===== src/rtl/mips_trace_buffer.sv =====
// Trigger-based instruction trace buffer: circular capture of retiring {pc, instr, alu} with
// a PC trigger, post-trigger window, then in-order readout. Optional macro: TRACE_TIMESTAMP_EN.
module mips_trace_buffer #(
    parameter int unsigned DATA_W    = 32,
    parameter int unsigned DEPTH     = 16,
    parameter int unsigned POST_TRIG = 4,
    parameter int unsigned TS_W      = 16
) (
    input  logic                      clk,
    input  logic                      reset,
    input  logic                      valid_in,
    input  logic [DATA_W-1:0]         pc_in,
    input  logic [DATA_W-1:0]         instr_in,
    input  logic [DATA_W-1:0]         alu_in,
    input  logic                      arm,
    input  logic [DATA_W-1:0]         trig_pc,
    output logic                      rd_valid,
    input  logic                      rd_ready,
    output logic [DATA_W-1:0]         rd_pc,
    output logic [DATA_W-1:0]         rd_instr,
    output logic [DATA_W-1:0]         rd_alu,
    output logic [1:0]                state,
    output logic [$clog2(DEPTH):0]    count,
    output logic                      wrapped
`ifdef TRACE_TIMESTAMP_EN
    ,
    output logic [TS_W-1:0]           rd_ts
`endif
);

    localparam int unsigned AW = $clog2(DEPTH);
    localparam int unsigned CW = AW + 1;
    localparam logic [CW-1:0] Full = CW'(DEPTH);

    if (DEPTH < 4 || (DEPTH & (DEPTH - 1)) != 0 || POST_TRIG >= DEPTH || TS_W == 0) begin : g_bad_param
        $fatal(1, "mips_trace_buffer: illegal parameter combination");
    end

    typedef enum logic [1:0] {StIdle = 2'd0, StArmed = 2'd1, StPost = 2'd2, StFrozen = 2'd3} state_e;

    state_e          state_q, state_d;
    logic [AW-1:0]   wr_ptr_q, wr_ptr_d;
    logic [AW-1:0]   rd_ptr_q, rd_ptr_d;
    logic [CW-1:0]   count_q, count_d;
    logic [AW-1:0]   post_q, post_d;
    logic            wrapped_q, wrapped_d;
    logic            capture;
    logic            freeze;

    logic [DATA_W-1:0] mem_pc    [DEPTH];
    logic [DATA_W-1:0] mem_instr [DEPTH];
    logic [DATA_W-1:0] mem_alu   [DEPTH];

    assign capture = valid_in && (state_q == StArmed || state_q == StPost);

    always_comb begin
        state_d   = state_q;
        wr_ptr_d  = wr_ptr_q;
        rd_ptr_d  = rd_ptr_q;
        count_d   = count_q;
        post_d    = post_q;
        wrapped_d = wrapped_q;
        freeze    = 1'b0;

        unique case (state_q)
            StIdle: begin
                if (arm) begin
                    count_d   = '0;
                    wrapped_d = 1'b0;
                    wr_ptr_d  = '0;
                    post_d    = '0;
                    state_d   = StArmed;
                end
            end
            StArmed: begin
                if (valid_in && pc_in == trig_pc) begin
                    if (POST_TRIG == 0) begin
                        freeze = 1'b1;
                    end else begin
                        post_d  = AW'(POST_TRIG);
                        state_d = StPost;
                    end
                end
            end
            StPost: begin
                if (valid_in) begin
                    post_d = post_q - AW'(1);
                    if (post_q == AW'(1)) begin
                        freeze = 1'b1;
                    end
                end
            end
            StFrozen: begin
                if (count_q == '0) begin
                    state_d = StIdle;
                end else if (rd_ready) begin
                    rd_ptr_d = rd_ptr_q + AW'(1);
                    count_d  = count_q - CW'(1);
                    if (count_q == CW'(1)) begin
                        state_d = StIdle;
                    end
                end
            end
            default: ;
        endcase

        if (capture) begin
            wr_ptr_d = wr_ptr_q + AW'(1);
            if (count_q == Full) begin
                wrapped_d = 1'b1;
            end else begin
                count_d = count_q + CW'(1);
            end
        end

        // Oldest entry is computed from post-capture values so readout is valid on entry.
        if (freeze) begin
            state_d  = StFrozen;
            rd_ptr_d = wr_ptr_d - count_d[AW-1:0];
        end
    end

    always_ff @(posedge clk or posedge reset) begin
        if (reset) begin
            state_q   <= StIdle;
            wr_ptr_q  <= '0;
            rd_ptr_q  <= '0;
            count_q   <= '0;
            post_q    <= '0;
            wrapped_q <= 1'b0;
        end else begin
            state_q   <= state_d;
            wr_ptr_q  <= wr_ptr_d;
            rd_ptr_q  <= rd_ptr_d;
            count_q   <= count_d;
            post_q    <= post_d;
            wrapped_q <= wrapped_d;
        end
    end

    always_ff @(posedge clk) begin
        if (capture) begin
            mem_pc[wr_ptr_q]    <= pc_in;
            mem_instr[wr_ptr_q] <= instr_in;
            mem_alu[wr_ptr_q]   <= alu_in;
        end
    end

`ifdef TRACE_TIMESTAMP_EN
    logic [TS_W-1:0] ts_q;
    logic [TS_W-1:0] mem_ts [DEPTH];

    always_ff @(posedge clk or posedge reset) begin
        if (reset) begin
            ts_q <= '0;
        end else begin
            ts_q <= ts_q + TS_W'(1);
        end
    end

    always_ff @(posedge clk) begin
        if (capture) begin
            mem_ts[wr_ptr_q] <= ts_q;
        end
    end

    assign rd_ts = mem_ts[rd_ptr_q];
`endif

    assign rd_valid = (state_q == StFrozen) && (count_q != '0);
    assign rd_pc    = mem_pc[rd_ptr_q];
    assign rd_instr = mem_instr[rd_ptr_q];
    assign rd_alu   = mem_alu[rd_ptr_q];
    assign state    = state_q;
    assign count    = count_q;
    assign wrapped  = wrapped_q;

endmodule


===== config.mk =====
export PLATFORM = sky130hd
export DESIGN_NAME = mips_trace_buffer
export DESIGN_NICKNAME = d
export VERILOG_FILES = /design/src/rtl/mips_trace_buffer.sv
export SDC_FILE = /design/constraint.sdc
export NUM_CORES = 2
export LEC_CHECK = 0
export ABC_CLOCK_PERIOD_IN_PS = 5620
export BUFFER_PORTS_ARGS = -buffer_cell sky130_fd_sc_hd__buf_2
export CAP_MARGIN = 20
export CORE_MARGIN = 2
export CORE_UTILIZATION = 50
export CTS_CLUSTER_DIAMETER = 150
export CTS_CLUSTER_SIZE = 14
export DETAILED_ROUTE_END_ITERATION = 12
export GPL_ROUTABILITY_DRIVEN = 0
export PLACE_DENSITY = 0.78
export SYNTH_ARGS = -nofsm -noshare
export SYNTH_HDL_FRONTEND = slang
export SYNTH_SLANG_ARGS = --single-unit

===== constraint.sdc =====
create_clock -name clk -period 5.62 [get_ports clk]
set_clock_uncertainty 0.1 [all_clocks]
set_input_delay 0.562 -clock clk [delete_from_list [all_inputs] [get_ports clk]]
set_output_delay 0.562 -clock clk [all_outputs]
set_load 0.05 [all_outputs]

==> out/metrics.cfg <==
[global_route]
grt_pass1_vias = 30938
antenna_found_initial = 18
grt_use_met1_pct = 31.26
grt_max_degree = 135
track_usage_pct = 22.49
use_met2_pct = 37.67
grt-busiest-layer = met2
use_met3_pct = 3.618
grt_first_pass_wirelength_mm = 203.4
overflow = 0

[status]
outcome = complete, no violations

[min_path]
worstHoldPathCells = 4
min_to = wrapped
hp-class = in2reg
min-delay-start = arm

[floorplan]
dieArea_mm2 = 0.1238
start_util_pct = 50.44
coreArea_mm2 = 0.1200
die_y_um = 351.9
pin_count = 238
die_w_um = 351.9
rows = 127

[routing]
drc_errors = 0
wl_per_cell_um = 27.97
avgViaCountPerCell = 6.163
wl_mm = 139.8
drtIter0Drc = 3243
vias = 30815
dr.pass1.iters = 6
detail-route-antenna-nets = 0

[timing]
setup_ws_ns = 1.337
tns_ns = 0
whs_ns = 0.09917
period_share_pct = 76.22
max_freq_ghz = 0.2335
hold_violations = 0
slew_viol_final = 0
fin_crit_ns = 4.283
rsz0062_at_grt = no
worst_slew_margin_rel_pct = 29.85
tightest_slew_ns = 1.043
setup_viol = 0

[logic_synthesis]
syn_area_per_cell_um2 = 19.60
syn_inst = 3087
synthArstFlopShare_pct = 1.285
synth_cell_types = 54
synth_ff_type = edfxtp_1
syn_nets = 3239
syn_area_mm2 = 0.06051
ys_ff_latch = 1556
synth_edf_count = 1536
yosys_warnings = 0
yosysSeqAreaShare_pct = 77.06

[finish]
fin_area_mm2 = 0.06716
final_nets = 3504
final_common_cell = edfxtp_1
layout_common_cells = 1536 x edfxtp_1, 289 x mux2i_1, 237 x buf_2
postLayoutCoreUtil_pct = 55.98
area_growth_pct = 10.99
fillerInstances = 8835
drive_above_1_share_pct = 22.00

[clocking]
clk_path_buf_depth = 3
cts_hold_buf = 1
cts_resized = 0
htree_levels = 3
cts_tree = built
numClockSinks = 1556
clk_pin_slew_ns = 0.08
post_cts_buffers = 0
cts_buffers = 121
insertion_delay_ns = 0.71
cts-root-buf = clkbuf_16

[worst_setup_path]
crit_arrival_ns = 3.62
worstRegToRegCells = 6
rr_startpoint = state[0]
endpoint_kind = output pin
required_ns = 4.96
path_class = reg2out
ff2ff_setup_slack_ns = 2.13
critPathMaxFanout = 78
critPathLaunchType = flop
worstReg2RegEnd = mem_alu[8][17]

[job]
drv_cap = 0

[placed_design]
portBuffers = 237
post_dp_cell_area_mm2 = 0.06392
place_ws_ns = 2.093
hpwlAfterDp_mm = 74.76

[power]
leakage_nw = 22.15
power_density_mw_per_mm2 = 512.0
ir_drop_uv = 435.2

## worst max-delay path, stage by stage (launching register included)
cell	delay (ns)
dfrtp_4	1.02
buf_12	0.50
mux2i_1	0.16
a221oi_1	0.44
o21ai_0	0.14
nand2_1	0.19
buf_2	0.28
## registers in the layout, indices dropped and copies added (netlist names)
| register | count |
|---|---|
| wrapped | 1 |
| mem_pc | 512 |
| state | 2 |
| count | 5 |
| post_q | 4 |
| mem_alu | 512 |
| rd_ptr_q | 4 |
| mem_instr | 512 |
| wr_ptr_q | 4 |
## per-layer routing
layer / wire length, µm / up-vias
met5: 116 / -
met2: 69640 / 1364
met1: 56010 / 16088
met3: 11160 / 199
li1: - / 13146
met4: 2904 / 18
## through the flow
step	total power [mW]	instances
2_1_floorplan	23.33	3087
3_3_place_gp	26.93	4840
3_5_place_dp	27.08	4840
4_1_cts	34.59	4994
5_1_grt	35.73	4994
6_report	34.39	5000
## final cells by class
type | count | area [µm²] | share of cell area [%]
Multi-Input combinational cell | 1352 | 13150 | 19.58
Antenna cell | 6 | 15.01 | 0.02236
Timing Repair Buffer | 305 | 2062 | 3.070
Clock inverter | 4 | 42.54 | 0.06334
Sequential cell | 1556 | 46640 | 69.45
Inverter | 16 | 60.06 | 0.08943
Clock buffer | 149 | 3176 | 4.728
Tap cell | 1612 | 2017 | 3.003
## synth_stat cells, types with 3 or more instances
| cell | instances | share of area [%] |
|---|---|---|
| clkbuf_1 | 83 | 0.51 |
| nand2_1 | 114 | 0.71 |
| o21ai_1 | 14 | 0.12 |
| a221oi_1 | 96 | 1.4 |
| nand3_1 | 11 | 0.091 |
| mux2_1 | 9 | 0.17 |
| a21oi_1 | 108 | 0.89 |
| nor3_1 | 7 | 0.058 |
| buf_4 | 6 | 0.074 |
| nand4_1 | 3 | 0.031 |
| and2_1 | 22 | 0.23 |
| ha_1 | 18 | 0.37 |
| xor2_1 | 35 | 0.51 |
| inv_1 | 15 | 0.093 |
| mux2i_1 | 289 | 4.8 |
| buf_2 | 66 | 0.55 |
| buf_1 | 5 | 0.031 |
| nor2_1 | 15 | 0.093 |
| dfrtp_1 | 20 | 0.83 |
| mux2_2 | 88 | 1.6 |
| mux4_2 | 192 | 7.1 |
| a22oi_1 | 96 | 1.2 |
| nor4_1 | 8 | 0.083 |
| o21ai_0 | 190 | 1.6 |
| xnor2_1 | 6 | 0.087 |
| edfxtp_1 | 1536 | 76 |
## worst max path at each step
stage	start	end	cells after the start
finish	rd_ptr_q[0]	rd_instr[11]	6
global route	rd_ptr_q[0]	rd_pc[9]	8
CTS	rd_ptr_q[0]	rd_instr[28]	8
detailed placement	rd_ptr_q[0]	rd_pc[9]	8
global placement	rd_ptr_q[0]	rd_pc[3]	8
floorplan	state[0]	mem_alu[10][0]	6
## cell families (layout without fill, tap and decap cells)
| logic type | Yosys count | count (layout) | share of synthesized area (%) |
|---|---|---|---|
| and+or+nand+nor | 192 | 192 | 1.454 |
| other | 0 | 6 | 0 |
| AOI/OAI and AO/OA | 522 | 522 | 5.445 |
| adders and majority gates | 19 | 19 | 0.4053 |
| DFF | 1556 | 1556 | 77.06 |
| muxes | 578 | 578 | 13.73 |
| buffers and inverters | 179 | 474 | 1.315 |
| xor gates and xnor gates | 41 | 41 | 0.5935 |
## report_power, final
| part | switching (mW) | internal, mW |
|---|---|---|
| registers | 0.434 | 13.5 |
| logic | 8.61 | 4.20 |
| clock network | 3.71 | 3.90 |
| total | 12.8 | 21.6 |
Power figures use the tool's default switching activity.
